--- config.mk ---
export PLATFORM = sky130hd
export DESIGN_NAME = trace_pkt_serializer
export DESIGN_NICKNAME = d
export VERILOG_FILES = /design/src/rtl/trace_pkt_serializer_pkg.sv /design/src/rtl/trace_lane_pick.sv /design/src/rtl/trace_pkt_serializer.sv
export SDC_FILE = /design/constraint.sdc
export NUM_CORES = 2
export LEC_CHECK = 0
export ABC_AREA = 1
export CORE_MARGIN = 10
export CORE_UTILIZATION = 50
export DETAILED_ROUTE_END_ITERATION = 8
export PLACE_DENSITY_LB_ADDON = 0.12
export SKIP_LAST_GASP = 1
export SYNTH_ARGS = -nofsm -noshare
export SYNTH_HDL_FRONTEND = slang
export SYNTH_SLANG_ARGS = --single-unit
--- constraint.sdc ---
create_clock -name clk -period 2.3 [get_ports clk]
set_clock_uncertainty 0.2 [all_clocks]
set_input_delay 0.23 -clock clk [delete_from_list [all_inputs] [get_ports clk]]
set_output_delay 0.23 -clock clk [all_outputs]
set_load 0.005 [all_outputs]
--- src/rtl/trace_pkt_serializer_pkg.sv ---
// Shared trace types: per-lane retirement record and field widths.
package trace_pkt_serializer_pkg;
   localparam int TRACE_INSN_W   = 32;
   localparam int TRACE_ADDR_W   = 32;
   localparam int TRACE_ECAUSE_W = 5;
   localparam int TRACE_TVAL_W   = 32;

   typedef struct packed {
      logic [TRACE_INSN_W-1:0] insn;
      logic [TRACE_ADDR_W-1:0] addr;
      logic                    exception;
      logic                    interrupt;
   } trace_entry_t;

   // Index width for a lane/entry count, never narrower than one bit.
   function automatic int idx_w(input int n);
      return (n > 1) ? $clog2(n) : 1;
   endfunction
endpackage

--- src/rtl/trace_lane_pick.sv ---
// Lowest-set-bit picker over a lane mask; combinational, zero latency, no flow control.
module trace_lane_pick
   import trace_pkt_serializer_pkg::*;
#(
   parameter int N  = 3,
   parameter int IW = idx_w(N)
) (
   input  logic [N-1:0]  mask,
   output logic [IW-1:0] idx,
   output logic [N-1:0]  onehot,
   output logic          any,
   output logic          last
);

   always_comb begin
      onehot = mask & (~mask + N'(1));
      any    = |mask;
      last   = any && ((mask & (mask - N'(1))) == '0);
      idx    = '0;
      for (int i = N - 1; i >= 0; i--) begin
         if (mask[i]) idx = IW'(i);
      end
   end

endmodule

--- src/rtl/trace_pkt_serializer.sv ---
// Queues multi-lane retire packets and replays one lane per beat; first beat one cycle after push.
// Sink stalls via out_ready hold the head; retirement never stalls, so a full queue drops whole packets.
module trace_pkt_serializer
   import trace_pkt_serializer_pkg::*;
#(
   parameter int LANES = 3,
   parameter int DEPTH = 4,
   parameter int DROPW = 16,
   parameter int LW    = idx_w(LANES)
) (
   input  logic                          clk,
   input  logic                          rst,
   input  logic [LANES-1:0]              in_valid,
   input  logic [TRACE_INSN_W*LANES-1:0] in_insn,
   input  logic [TRACE_ADDR_W*LANES-1:0] in_addr,
   input  logic [LANES-1:0]              in_exception,
   input  logic [LANES-1:0]              in_interrupt,
   input  logic [TRACE_ECAUSE_W-1:0]     in_ecause,
   input  logic [TRACE_TVAL_W-1:0]       in_tval,
   output logic                          out_valid,
   input  logic                          out_ready,
   output logic [TRACE_INSN_W-1:0]       out_insn,
   output logic [TRACE_ADDR_W-1:0]       out_addr,
   output logic                          out_exception,
   output logic                          out_interrupt,
   output logic [TRACE_ECAUSE_W-1:0]     out_ecause,
   output logic [TRACE_TVAL_W-1:0]       out_tval,
   output logic [LW-1:0]                 out_lane,
   output logic                          out_last,
   output logic                          ovf_sticky,
   input  logic                          ovf_clear,
   output logic [DROPW-1:0]              drop_cnt
);

   localparam int AW = $clog2(DEPTH);
   localparam int PW = AW + 1;

   trace_entry_t              lane_q   [DEPTH][LANES];
   trace_entry_t              lane_d   [DEPTH][LANES];
   logic [TRACE_ECAUSE_W-1:0] ecause_q [DEPTH];
   logic [TRACE_ECAUSE_W-1:0] ecause_d [DEPTH];
   logic [TRACE_TVAL_W-1:0]   tval_q   [DEPTH];
   logic [TRACE_TVAL_W-1:0]   tval_d   [DEPTH];
   logic [LANES-1:0]          mask_q   [DEPTH];
   logic [LANES-1:0]          mask_d   [DEPTH];
   logic [PW-1:0]             wr_ptr_q, wr_ptr_d, rd_ptr_q, rd_ptr_d;
   logic [DROPW-1:0]          drop_cnt_q, drop_cnt_d;
   logic                      ovf_q, ovf_d;

   logic [AW-1:0]    wr_idx, rd_idx;
   logic             empty, full, push_req, push, drop, accept, pop;
   logic [LANES-1:0] head_mask, head_onehot;
   logic [LW-1:0]    head_idx;
   logic             head_any, head_last, head_trap;
   trace_entry_t     head_sel;

   assign wr_idx    = wr_ptr_q[AW-1:0];
   assign rd_idx    = rd_ptr_q[AW-1:0];
   assign empty     = (wr_ptr_q == rd_ptr_q);
   assign full      = (wr_ptr_q[AW] != rd_ptr_q[AW]) && (wr_idx == rd_idx);
   assign head_mask = mask_q[rd_idx];

   trace_lane_pick #(.N(LANES), .IW(LW)) u_pick (
      .mask   (head_mask),
      .idx    (head_idx),
      .onehot (head_onehot),
      .any    (head_any),
      .last   (head_last)
   );

   always_comb begin
      head_sel = '0;
      for (int l = 0; l < LANES; l++) begin
         if (head_onehot[l]) head_sel = lane_q[rd_idx][l];
      end
      head_trap = head_sel.exception | head_sel.interrupt;
   end

   // Everything is gated by out_valid so an empty queue presents all-zero beats.
   always_comb begin
      out_valid     = ~empty & head_any;
      out_insn      = out_valid ? head_sel.insn : '0;
      out_addr      = out_valid ? head_sel.addr : '0;
      out_exception = out_valid & head_sel.exception;
      out_interrupt = out_valid & head_sel.interrupt;
      out_ecause    = (out_valid && head_trap) ? ecause_q[rd_idx] : '0;
      out_tval      = (out_valid && head_trap) ? tval_q[rd_idx] : '0;
      out_lane      = out_valid ? head_idx : '0;
      out_last      = out_valid & head_last;
      ovf_sticky    = ovf_q;
      drop_cnt      = drop_cnt_q;
   end

   always_comb begin
      accept   = out_valid & out_ready;
      pop      = accept & head_last;
      push_req = |in_valid;
      // A pop of the head frees its slot in time for a same-cycle push.
      push     = push_req & (~full | pop);
      drop     = push_req & full & ~pop;

      lane_d   = lane_q;
      ecause_d = ecause_q;
      tval_d   = tval_q;
      mask_d   = mask_q;
      wr_ptr_d = wr_ptr_q;
      rd_ptr_d = rd_ptr_q;

      if (accept) mask_d[rd_idx] = head_mask & ~head_onehot;
      if (pop)    rd_ptr_d = rd_ptr_q + PW'(1);
      if (push) begin
         for (int l = 0; l < LANES; l++) begin
            lane_d[wr_idx][l] = '{insn:      in_insn[TRACE_INSN_W*l +: TRACE_INSN_W],
                                  addr:      in_addr[TRACE_ADDR_W*l +: TRACE_ADDR_W],
                                  exception: in_exception[l],
                                  interrupt: in_interrupt[l]};
         end
         ecause_d[wr_idx] = in_ecause;
         tval_d[wr_idx]   = in_tval;
         mask_d[wr_idx]   = in_valid;
         wr_ptr_d         = wr_ptr_q + PW'(1);
      end

      // Clear first so a coinciding drop still registers as the first one.
      drop_cnt_d = ovf_clear ? '0 : drop_cnt_q;
      ovf_d      = ovf_clear ? 1'b0 : ovf_q;
      if (drop) begin
         ovf_d = 1'b1;
         if (drop_cnt_d != '1) drop_cnt_d = drop_cnt_d + DROPW'(1);
      end
   end

   always_ff @(posedge clk) begin
      if (rst) begin
         for (int i = 0; i < DEPTH; i++) begin
            for (int l = 0; l < LANES; l++) lane_q[i][l] <= '0;
            ecause_q[i] <= '0;
            tval_q[i]   <= '0;
            mask_q[i]   <= '0;
         end
         wr_ptr_q   <= '0;
         rd_ptr_q   <= '0;
         drop_cnt_q <= '0;
         ovf_q      <= 1'b0;
      end else begin
         lane_q     <= lane_d;
         ecause_q   <= ecause_d;
         tval_q     <= tval_d;
         mask_q     <= mask_d;
         wr_ptr_q   <= wr_ptr_d;
         rd_ptr_q   <= rd_ptr_d;
         drop_cnt_q <= drop_cnt_d;
         ovf_q      <= ovf_d;
      end
   end

endmodule

[After elaboration in Yosys (flattened, before gate mapping)]
Cells that the tools add are included.
Word-level totals
  register bits: 975
  latch bits: 0
  bits in writable memories: 0
  memory bits (read-only): 0
  input port bits: 242
  output and inout port bits: 124
  memories: 0
Operators by class
  add/subtract/negate cells: 5
  multiply operators: 0
  div/mod/pow operators: 0
  $lt $le $gt $ge: 4
  equal/unequal tests: 4
  shift operators: 0
  multiplexer cells: 51
  bitwise gates (word level): 21
  reduce and logical (&&, ||, !) cells: 9
Operators with widths (number)
  792-bit bitwise mux: 3
  198-bit demux with 2-bit select: 3
  198-bit 2-to-1 mux: 3
  198-bit binary-select mux with 2-bit select: 1
  66-bit 2-to-1 mux: 4
  32-bit 2-to-1 mux: 6
  132-bit 2-to-1 mux: 1
  128-bit bitwise mux: 1
  32-bit binary-select mux with 2-bit select: 1
  32-bit demux with 2-bit select: 1
  16-bit 2-to-1 mux: 3
  12-bit bitwise mux: 2
  12-bit 2-to-1 mux: 2
  20-bit bitwise mux: 1
  5-bit 2-to-1 mux: 4
  16-bit by 1-bit adder with 16-bit output (second input constant): 1
  16-bit inequality test (second input constant): 1
  3-bit demux with 2-bit select: 2
  3-bit 2-to-1 mux: 4
  5-bit binary-select mux with 2-bit select: 1
  5-bit demux with 2-bit select: 1
  3-bit by 1-bit adder with 3-bit output (second input constant): 3
  1-bit AND: 9
  3-bit AND: 3
  other kinds (17): 33

[Longest topological paths before layout]
  word-level depth: 13
  mapped depth: 16
  depth with buffers taken out: 15

[Cells and area by module]
A second synthesis with hierarchy kept.
Second synthesis, totals
  cells, all modules: 8164
  area, all modules: 48875.6 sq um
Modules (own cells, without submodules)
  trace_pkt_serializer: instances 1, cells each 8149, area each 48803.1 sq um, seq. area each 19518.7 sq um
  trace_lane_pick: instances 1, cells each 15, area each 72.6 sq um, seq. area each 0.0 sq um

[Worst setup path after synthesis]
No wires, ideal clock.
  kind: flip-flop to output port
  start: reg rd_ptr_q[0]
  end: out out_insn[6]
  data arrival time: 1967 ps
  required time: 1870 ps
  setup slack: -97 ps
  stages on the path, launching flop included: 10
  buffers on the path: 5
  cells stage by stage: dfxtp_1 buf_4 buf_2 buf_2 buf_2 clkbuf_1 o21ai_0 o221ai_1 nand2_1 a211oi_1
On the way
  cells in the longest elaborated chain, start to end: 11
  elaborated cells between the ends (all ways): 18
  classes of those cells: add/sub: 1; eq/ne: 1; mux: 10; bitwise: 5; reduce/logical: 1
RTL lines
  start, declared: line trace_pkt_serializer.sv:46  | logic [PW-1:0] wr_ptr_q, wr_ptr_d, rd_ptr_q, rd_ptr_d;
  start signal, assigned: line trace_pkt_serializer.sv:151  | rd_ptr_q <= rd_ptr_d;
  2-bit inverter with 3-bit output (implied by the code): line trace_pkt_serializer.sv:61, trace_pkt_serializer.sv:74
  3-bit binary-select mux with 2-bit select: line trace_pkt_serializer.sv:61  | assign head_mask = mask_q[rd_idx];
  3-bit 2-to-1 mux (implied by the code) (2 in a row): line trace_pkt_serializer.sv:61
  3-bit inverter: line trace_lane_pick.sv:16  | onehot = mask & (~mask + N'(1));
  3-bit by 1-bit adder with 3-bit output: line trace_lane_pick.sv:16
  3-bit AND: line trace_lane_pick.sv:16
  66-bit 2-to-1 mux (3 in a row): line trace_pkt_serializer.sv:74  | if (head_onehot[l]) head_sel = lane_q[rd_idx][l];
  32-bit 2-to-1 mux (*): line trace_pkt_serializer.sv:82  | out_insn = out_valid ? head_sel.insn : '0;
  end, declared: line trace_pkt_serializer.sv:22  | output logic [TRACE_INSN_W-1:0] out_insn,
Mark *: on every way between the ends. The rest lies on a longest branch, timed or not. The select of a mux whose other input is x is not followed.

[Worst setup path after layout]
  start: reg rd_ptr_q[0]
  end: out out_addr[13]
On the way
  cells in the longest elaborated chain, start to end: 11
  elaborated cells between the ends (all ways): 18
  classes of those cells: add/sub: 1; eq/ne: 1; mux: 10; bitwise: 5; reduce/logical: 1
RTL lines
  2-bit inverter with 3-bit output (implied by the code): line trace_pkt_serializer.sv:61, trace_pkt_serializer.sv:74
  3-bit binary-select mux with 2-bit select: line trace_pkt_serializer.sv:61
  3-bit 2-to-1 mux (implied by the code) (2 in a row): line trace_pkt_serializer.sv:61
  3-bit inverter: line trace_lane_pick.sv:16
  3-bit by 1-bit adder with 3-bit output: line trace_lane_pick.sv:16
  3-bit AND: line trace_lane_pick.sv:16
  66-bit 2-to-1 mux (3 in a row): line trace_pkt_serializer.sv:74
  32-bit 2-to-1 mux (*): line trace_pkt_serializer.sv:83  | out_addr = out_valid ? head_sel.addr : '0;
  end, declared: line trace_pkt_serializer.sv:23  | output logic [TRACE_ADDR_W-1:0] out_addr,
Marks and branches as above.

==> run metrics <==
Min-Delay Startpoint in_addr[88]; PnR worst setup slack -1.58 ns; cell at the root of the clock tree sky130_fd_sc_hd__clkbuf_16; Crit Reg-Reg Startpoint rd_ptr_q[0]; flops & latches, synth 975; detailed-route via count 48,900; die outline area 109,000 um2; count of warnings emitted by yosys 0; maximum net fanout on the critical path 8; Clk pwr share 26.0%; source-to-sink clock delay at the later pin of the worst-skew pair 0.68 ns; mean area per synthesized cell 6.15 um2; Placer Congestion 0.916; Hold Crit Class in2reg; Critical Path Source rd_ptr_q[0]; DRT Pass-1 Iters 6; Slew Limit Headroom 57.8%; site row count 113; main area contributors after synthesis sky130_fd_sc_hd__dfxtp_1, sky130_fd_sc_hd__nand2_1, sky130_fd_sc_hd__nor2_1, sky130_fd_sc_hd__inv_1, sky130_fd_sc_hd__a21oi_1; maximum vdd ir drop 0.634 mV; height of the die 329 um; share of the clock period used by the worst path 169%; clock edge transition at the registers on the reported setup and hold paths 0.06 ns; Core Region 95,000 um2; max-slew violation total from the final report 0; Initial Util 50.4%; Port-buffer cells 365; compound-gate portion of the synthesized area 12.2%; count of final hold-check violations 0; most common library cell in the layout ignoring fill and taps sky130_fd_sc_hd__nand2_1; Num CTS Buffers 104; portion of netlist area occupied by mux cells 0%; final design utilization 64.5%; adder and majority gate portion of the synthesized area 0.235%; routed wirelength normalized by instance count 17.5 um; arrival time reported for the critical path endpoint 3.45 ns; number of fill cells 8,615; Die Wd 329 um; CP endpoint kind primary output; TritonCTS clock tree built; detailed router's first-iteration violation count 4,930; synthesized netlist cell count 7,790; total wirelength of the detailed-routed design 169 mm; Comb power frac 42.8%; library cell occupying the most area in the post-synthesis netlist sky130_fd_sc_hd__dfxtp_1; Mapped Area 47,900 um2; Synth-to-Final Area Change 27.9%; category of the critical setup timing path reg2out; clk sinks 975; post-DP HPWL 113 mm; worst hold slack 0.0321 ns; result of the run finished, violations left; dominant combinational cell family by area after synthesis simple AND/OR/NAND/NOR gates; violated checks setup timing; share of synthesized area occupied by flip-flops and latches 40.8%; XOR/XNOR Fraction of Synth Area 0.165%; mean number of vias per cell 5.08; depth of the CTS H-tree 3; Internal Power 40.4 mW; layout cells sized above 1 11.9%; number of nets with antenna violations after routing 0; pin slew with the least headroom to its limit 0.633 ns; Switching Power 25.0 mW; Fmax achieved 258 MHz; count of final setup violators 1,082; maximum capacitance violations 0; Min Clock Period, post-route 3.88 ns; Max clock buf depth 3; startpoint type of the worst setup path flip-flop; total gr overflow 0; DRC violations left 0; count of unique library cells instantiated by Yosys 35; proportion of netlist area held by the largest area contributor 40.8%; largest net degree at the start of global routing 147; final net count 8,529; Req. time, crit path 1.87 ns; P_leak 30.6 nW; post-layout power 65.4 mW; RSZ-0062 raised after global routing true; wire length of the first global-routing pass 249 mm; Pwr per Cell Area 1070 nW/um2; basic-gate share of the synthesized area counting and, or, nand and nor cells 33.6%; number of nets produced by synthesis 8,041; Ports 366; part of the total power dissipated in sequential elements 31.2%; vias in the first global route 43,400; Overall Global Routing Usage 28.7%; switching share of power 38.2%; antenna violations before repair 23; leading cell types in the layout, fill and taps excluded sky130_fd_sc_hd__nand2_1, sky130_fd_sc_hd__nor2_1, sky130_fd_sc_hd__inv_1
[through the flow]
stage                     worst slack [ns]  setup TNS (ns)  instances  instance area, um2
after global routing                 -1.66         -774.64       9629               61300
after CTS                            -1.47         -612.48       9501               58700
after global placement               -1.03         -476.77       9294               54800
after floorplan                    -0.0531           -1.81       7790               47900
after detailed placement             -1.03         -505.41       9294               54800
final                                -1.58         -647.21       9633               61300
[flip-flops by register name, indices dropped and copies added, names as in the netlist]
name and cells:
ovf_sticky 1, mask_q 12, wr_ptr_q 3, tval_q 128
ecause_q 20, lane_q 792, rd_ptr_q 3, drop_cnt 16
[Yosys cell counts (all sizes together)]
| master | number |
|---|---|
| a211oi | 32 |
| nand4 | 7 |
| or2 | 1 |
| nand2 | 2103 |
| nor3 | 41 |
| nor2 | 1956 |
| o21ai | 444 |
| dfxtp | 975 |
| nand3 | 97 |
| a32o | 1 |
| nor3b | 1 |
| clkbuf | 250 |
| inv | 991 |
| a31oi | 1 |
| o22ai | 1 |
| xor2 | 4 |
| o21a | 1 |
| ha | 9 |
| nand3b | 1 |
| buf | 262 |
| o221ai | 85 |
| nor4 | 2 |
| xnor2 | 5 |
| o31a | 1 |
| a21oi | 519 |
[area by class of cell]
cell class	instances	area [um2]	area share (%)
inverters	991	3750	6.12
clock inverters	24	259	0.423
multi-input cells	5312	23500	38.3
flip-flops and latches	975	19500	31.9
well taps	1265	1580	2.58
repair buffers	894	9500	15.5
clock buffers	163	3150	5.14
diodes	9	22.5	0.0368
[layer usage]
metal,part of all wire [%],GRT usage [%]
met1,43,38.0
met4,3.6,10.3
met2,45,45.9
met3,8.5,5.85
met5,0.11,0
[worst paths after layout]
kind / end / depth (start not counted) / slack [ns]
max: out_addr[13] / 15 / -1.58
min: lane_q[620] / 3 / 0.03
max reg2reg: tval_q[81] / 21 / -0.66
min reg2reg: ovf_sticky / 2 / 0.27
[critical path, cell delays in order, from the launching register on]
cell,delay [ns]
sky130_fd_sc_hd__dfxtp_4,0.41
sky130_fd_sc_hd__buf_12,0.12
sky130_fd_sc_hd__clkinv_8,0.07
sky130_fd_sc_hd__nand2_4,0.07
sky130_fd_sc_hd__nand3_2,0.07
sky130_fd_sc_hd__nand2_2,0.12
sky130_fd_sc_hd__inv_4,0.06
sky130_fd_sc_hd__nor2_4,0.11
sky130_fd_sc_hd__buf_6,0.12
sky130_fd_sc_hd__nand3_4,0.09
sky130_fd_sc_hd__buf_12,0.15
sky130_fd_sc_hd__buf_12,0.14
sky130_fd_sc_hd__clkbuf_16,0.17
sky130_fd_sc_hd__a21oi_1,0.50
sky130_fd_sc_hd__a211oi_2,0.07
sky130_fd_sc_hd__clkdlybuf4s50_1,0.50
[power groups by stage]
stage	logic, mW	clock network, mW	registers [mW]
finish	28.0	17.0	20.4
global route	30.2	17.9	20.6
CTS	23.3	17.2	20.4
detailed placement	22.7	0	20.7
global placement	22.4	0	20.6
floorplan	12.8	0	20.4
[what timing repair did]
action | CTS | global route
hold endpoints to repair | 56 | 0
buffers inserted | 0 | 107
pin swaps | 9 | 77
endpoints found under the setup margin | 1080 | 1082
gates cloned | 1 | 22
hold buffers | 19 | 0
resized for setup | 77 | 615
[kinds of logic after synthesis]
kind of cell,after synthesis
flops,975
buf+inv,1503
simple gates,4209
compound gates,1085
xor+xnor,9
fa+ha+maj,9
(Power assumes the default switching activity.)
